===== config.mk =====
export PLATFORM = sky130hd
export DESIGN_NAME = dff_bit_deserializer
export DESIGN_NICKNAME = d
export VERILOG_FILES = /design/src/rtl/dff_deser_pkg.sv /design/src/rtl/dff_bit_deserializer_out_slot.sv /design/src/rtl/dff_bit_deserializer.sv
export SDC_FILE = /design/constraint.sdc
export NUM_CORES = 1
export LEC_CHECK = 0
export CORE_UTILIZATION = 40
export DETAILED_ROUTE_END_ITERATION = 8
export PLACE_DENSITY = 0.67
export SYNTH_ARGS = -nofsm -noshare
export SYNTH_HDL_FRONTEND = slang
export SYNTH_SLANG_ARGS = --single-unit
export TNS_END_PERCENT = 50

===== constraint.sdc =====
create_clock -name clk -period 1.7 [get_ports clk]
set_input_delay 0.255 -clock clk [delete_from_list [all_inputs] [get_ports clk]]
set_output_delay 0.255 -clock clk [all_outputs]
set_load 0.05 [all_outputs]

===== src/rtl/dff_deser_pkg.sv =====
`default_nettype none
// +----------------------------------------------------------------------------+
// | Module      : dff_deser_pkg                                                |
// | Description : Shared types and default constants for the bit deserializer. |
// |               deser_state_t : HUNT (searching for sync) / LOCKED (framing) |
// |               DESER_WIDTH   : default word width                           |
// |               DESER_SYNC    : default sync pattern                         |
// | Revision    : 1.0 - initial release                                        |
// +----------------------------------------------------------------------------+
package dff_deser_pkg;

  typedef enum logic {
    HUNT   = 1'b0,
    LOCKED = 1'b1
  } deser_state_t;

  localparam int                     DESER_WIDTH = 8;
  localparam logic [DESER_WIDTH-1:0] DESER_SYNC  = 8'hA5;

endpackage

`default_nettype wire


===== src/rtl/dff_bit_deserializer_out_slot.sv =====
`default_nettype none
// +----------------------------------------------------------------------------+
// | Module      : deser_out_slot                                               |
// | Description : Single-entry valid/ready holding register with a sticky      |
// |               overflow flag for words that arrive while the entry is full. |
// | Ports       : clk, rst        - clock, synchronous active-high reset       |
// |               clear           - drop the held word and clear overflow      |
// |               load, load_data - offer a newly completed word               |
// |               ready           - consumer accepts when valid & ready        |
// |               data, valid     - held word and its qualifier                |
// |               overflow        - sticky, a completed word was dropped       |
// | Revision    : 1.0 - initial release                                        |
// +----------------------------------------------------------------------------+
module deser_out_slot #(
  parameter int WIDTH = 8
) (
  input  logic             clk,
  input  logic             rst,
  input  logic             clear,
  input  logic             load,
  input  logic [WIDTH-1:0] load_data,
  input  logic             ready,
  output logic [WIDTH-1:0] data,
  output logic             valid,
  output logic             overflow
);

  logic [WIDTH-1:0] data_q, data_d;
  logic             valid_q, valid_d;
  logic             ovf_q, ovf_d;
  logic             handshake;

  assign handshake = valid_q & ready;

  always_comb begin
    data_d  = data_q;
    valid_d = valid_q;
    ovf_d   = ovf_q;
    if (clear) begin
      valid_d = 1'b0;
      ovf_d   = 1'b0;
    end else if (load) begin
      // A word consumed in the same cycle frees the slot for the new one.
      if (!valid_q || handshake) begin
        data_d  = load_data;
        valid_d = 1'b1;
      end else begin
        ovf_d = 1'b1;
      end
    end else if (handshake) begin
      valid_d = 1'b0;
    end
  end

  always_ff @(posedge clk) begin
    if (rst) begin
      data_q  <= '0;
      valid_q <= 1'b0;
      ovf_q   <= 1'b0;
    end else begin
      data_q  <= data_d;
      valid_q <= valid_d;
      ovf_q   <= ovf_d;
    end
  end

  assign data     = data_q;
  assign valid    = valid_q;
  assign overflow = ovf_q;

endmodule

`default_nettype wire


===== src/rtl/dff_bit_deserializer.sv =====
`default_nettype none
// +----------------------------------------------------------------------------+
// | Module      : dff_bit_deserializer                                         |
// | Description : Hunts a serial MSB-first stream for SYNC_WORD, then packs    |
// |               each following WIDTH-bit group into a parallel word held in  |
// |               a one-entry valid/ready slot.                                |
// | Ports       : clk, rst               - clock, sync active-high reset       |
// |               din, din_valid         - serial bit and its qualifier        |
// |               clear_lock             - drop lock, return to HUNT           |
// |               word_data, word_valid,                                       |
// |               word_ready             - output word handshake               |
// |               locked                 - high while LOCKED                   |
// |               overflow               - sticky dropped-word flag            |
// |               parity_err             - one-cycle bad-parity pulse          |
// |                                        (present with DESER_PARITY_EN)      |
// | Build macro : DESER_PARITY_EN - each locked word carries a trailing        |
// |               even-parity bit; failing words are dropped.                  |
// | Revision    : 1.0 - initial release                                        |
// +----------------------------------------------------------------------------+
module dff_bit_deserializer
  import dff_deser_pkg::*;
#(
  parameter int               WIDTH     = DESER_WIDTH,
  parameter logic [WIDTH-1:0] SYNC_WORD = WIDTH'(DESER_SYNC)
) (
  input  logic             clk,
  input  logic             rst,
  input  logic             din,
  input  logic             din_valid,
  input  logic             clear_lock,
  output logic [WIDTH-1:0] word_data,
  output logic             word_valid,
  input  logic             word_ready,
  output logic             locked,
  output logic             overflow
`ifdef DESER_PARITY_EN
  ,
  output logic             parity_err
`endif
);

  localparam int CNT_W = $clog2(WIDTH + 1);
`ifdef DESER_PARITY_EN
  // Counter runs one step further to take the parity bit.
  localparam logic [CNT_W-1:0] LAST_CNT = CNT_W'(WIDTH);
`else
  localparam logic [CNT_W-1:0] LAST_CNT = CNT_W'(WIDTH - 1);
`endif

  deser_state_t     state_q, state_d;
  logic [WIDTH-1:0] sr_q, sr_d;
  logic [CNT_W-1:0] cnt_q, cnt_d;
  logic [WIDTH-1:0] nxt;
  logic [WIDTH-1:0] word_bits;
  logic             word_done;

`ifdef DESER_PARITY_EN
  logic parity_err_q, parity_err_d;
`else
  // The oldest shift-register bit only matters when a parity bit follows.
  logic sr_msb_unused;
  assign sr_msb_unused = sr_q[WIDTH-1];
`endif

  assign nxt = {sr_q[WIDTH-2:0], din};

  always_comb begin
    state_d   = state_q;
    sr_d      = sr_q;
    cnt_d     = cnt_q;
    word_done = 1'b0;
    word_bits = nxt;
`ifdef DESER_PARITY_EN
    parity_err_d = 1'b0;
`endif
    if (clear_lock) begin
      // Takes priority over a bit arriving in the same cycle.
      state_d = HUNT;
      sr_d    = '0;
      cnt_d   = '0;
    end else if (din_valid) begin
      sr_d = nxt;
      case (state_q)
        HUNT: begin
          if (nxt == SYNC_WORD) begin
            state_d = LOCKED;
            cnt_d   = '0;
          end
        end
        LOCKED: begin
          if (cnt_q == LAST_CNT) begin
            cnt_d = '0;
`ifdef DESER_PARITY_EN
            // din is the parity bit; the data word is already in sr_q.
            word_bits = sr_q;
            if (^{sr_q, din}) begin
              parity_err_d = 1'b1;
            end else begin
              word_done = 1'b1;
            end
`else
            word_done = 1'b1;
`endif
          end else begin
            cnt_d = cnt_q + CNT_W'(1);
          end
        end
      endcase
    end
  end

  always_ff @(posedge clk) begin
    if (rst) begin
      state_q <= HUNT;
      sr_q    <= '0;
      cnt_q   <= '0;
`ifdef DESER_PARITY_EN
      parity_err_q <= 1'b0;
`endif
    end else begin
      state_q <= state_d;
      sr_q    <= sr_d;
      cnt_q   <= cnt_d;
`ifdef DESER_PARITY_EN
      parity_err_q <= parity_err_d;
`endif
    end
  end

  assign locked = (state_q == LOCKED);
`ifdef DESER_PARITY_EN
  assign parity_err = parity_err_q;
`endif

  deser_out_slot #(
    .WIDTH(WIDTH)
  ) u_out_slot (
    .clk      (clk),
    .rst      (rst),
    .clear    (clear_lock),
    .load     (word_done),
    .load_data(word_bits),
    .ready    (word_ready),
    .data     (word_data),
    .valid    (word_valid),
    .overflow (overflow)
  );

endmodule

`default_nettype wire

==> impl_metrics.yaml <==
pwr:
  p_leak_nw: 0.469
  powerDensity_nw_per_um2: 680
  p_total_uw: 775
  peakVddDrop_mv: 0.455
sta:
  worst_pin_slew_ns: 0.433
  skew_ns: 0.00291
  final-setup-viol-count: 0
  clock.fmax_mhz: 645
  min_period_ns: 1.55
  whs_ns: 0.484
  fin_crit_sh: 0.912
  hold_viol: 0
  slew_viol_final: 0
  slew_headroom: 0.708
  rsz0062_at_grt: "false"
  setup-tns-final_ns: 0
  setup_ws_ns: 0.149
worst_hold_path:
  holdCritStartpoint: "u_out_slot.overflow"
  worst_hold_path_type: "register to register"
floorplan:
  placementRows: 16
  coreArea_um2: 2020
  fp.dieW_um: 49.2
  dieArea_um2: 2420
  fp.dieH_um: 49.2
  start_util: 0.440
  ios: 17
global_routing:
  globalRouteOverflowTotal: 0
  grt_pass1_wl_mm: 2.85
  grt_use_total: 0.152
  antenna_found_initial: 0
  grt_max_degree: 15
  grt_pass1_vias: 673
logic_synthesis:
  yosysUniqueCellTypes: 23
  postSynthAreaPerCell_um2: 9.88
  synth.area.mux_share: 0.169
  synth-simple-area-share: 0.218
  synthCells: 90
  synth_seq_cells: 22
  synth_top_area_cell: "dfxtp_1"
  synthTopCellsByArea: "dfxtp_1 (50%), mux2i_1 (17%), nor2_1 (9.3%), nor4_4 (2.4%), a21oi_1 (2.3%)"
  synth_top_area_share: 0.495
  synth_compound_area_frac: 0.0731
  ys_warn_count: 0
  postSynth.asyncResetShare: 0
  synthAdderAreaFrac: 0.0141
  syn_nets: 97
  synth_xor_area_frac: 0
  synth_top_family_by_area: "simple AND/OR/NAND/NOR gates"
  synth_ff_type: "dfxtp_1"
  seq_area_frac_synth: 0.495
  synth_edf_count: 0
  netlist_area_um2: 890
placement:
  portBuffers: 16
  place_ws_ns: -0.106
  place_congestion: 0.770
  dp_hpwl_mm: 1.21
  dp_cells: 137
  place_area_um2: 1110
final_layout:
  fillers: 188
  post-route-util: 0.563
  drive_gt1_frac: 0.239
  nets: 122
  syn_to_final_growth_pct: 28.0
  antenna_cells: 0
  final_cell_count_no_fill: 140
  final_area_um2: 1140
routing:
  ant_nets: 0
  routed_wl_mm: 1.61
  drtPass1Iterations: 3
  drt_iter0_markers: 6
  wl_per_cell_um: 11.5
  vias: 680
  drc_errors: 0
  via_per_inst: 4.86
critical_path:
  startpoint: "cnt_q[0]"
  critPathKind: "register to register"
  worstReg2RegStart: "cnt_q[0]"
  cp-end-kind: "register"
  critical_path_arrival_ns: 1.75
  crit_path_max_fanout: 8
  start_kind: "register"
  critPathRequiredTime_ns: 1.89
clock_tree:
  cts.path.max_buffers: 2
  cts_hold_buf: 0
  clock-root-buffer: "clkbuf_4"
  cts_setup_buffers: 0
  cts-buffers-inserted: 3
  cts_resized: 0
  tritoncts: "done"
  clk-insertion-delay-late_ns: 0.29
  htree_levels: 1
  clkSinkCount: 22
  clkTransAtPathRegs_ns: 0.10
outcome:
  status: "complete, no violations"
job:
  maxCapViolCount: 0
## worst max-delay path, cell delays in order (launching register included)
cell and delay, ns:
dfxtp_1 0.38, ha_2 0.24, nand3b_4 0.11, nor4_4 0.31, buf_12 0.17, mux2i_1 0.18
nor2_1 0.05
## where the power goes
group | total (mW) | internal [mW] | leakage [nW] | switching [mW]
clock | 0.217 | 0.0823 | 0.0138 | 0.135
sequential | 0.517 | 0.516 | 0.178 | 0.00102
combinational | 0.0402 | 0.0212 | 0.278 | 0.0190
## logic make-up (layout without fill, tap and decap cells)
family	count (synthesis)	after routing
simple gates	35	35
fa+ha+maj	1	1
buf+inv	7	30
compound gates	10	10
mux	15	15
flops	22	22
## layout by cell type, fill, tap and decap left out, drive strengths merged
cell           netlist  routed
clkbuf               3       3
a22oi                2       2
buf                  1      19
a21oi                4       4
nand2                1       1
or2                  1       1
nor4bb               1       1
nor2b                1       1
nand3                2       2
clkdlybuf4s50        0       5
nand3b               2       2
dfxtp               22      22
nor2                22      22
inv                  3       3
nor4b                1       1
ha                   1       1
a211oi               1       1
a41oi                2       2
and2                 2       2
nor3                 1       1
nor4                 1       1
mux2i               15      15
o21ai                1       1
## synthesized netlist by cell type, types with 2 or more instances
cell type	instances
nor2_1	22
dfxtp_1	22
inv_1	3
a41oi_1	2
mux2i_1	15
a22oi_1	2
and2_1	2
clkbuf_1	3
nand3_1	2
a21oi_1	4
## state kept, by name, indices dropped and copies added, names as in the netlist
register / cells
cnt_q: 4
u_out_slot.valid: 1
u_out_slot.data: 8
sr_q: 7
locked: 1
u_out_slot.overflow: 1
## metal layers
layer	GRT usage	routed length, µm
met1	0.203	796
met2	0.237	763
met3	0.0312	54
met4	0.0588	0
met5	0	0
## path summary, 6_finish.rpt
check / endpoint / slack [ns] / depth (start not counted)
worst max-delay path: u_out_slot.data[2] / 0.15 / 6
worst min-delay path: u_out_slot.overflow / 0.48 / 2
worst max register to register: u_out_slot.data[2] / 0.15 / 6
worst min register to register: u_out_slot.overflow / 0.48 / 2
## area by class of cell
class,instances,area (µm²),share of cell area
Sequential cell,22,442,0.388
Multi-Input combinational cell,61,424,0.373
Timing Repair Buffer,24,205,0.180
Tap cell,27,33.8,0.0297
Clock buffer,3,22.5,0.0198
Inverter,3,11.3,0.00989
No activity file was read; power rests on OpenSTA's default activity.
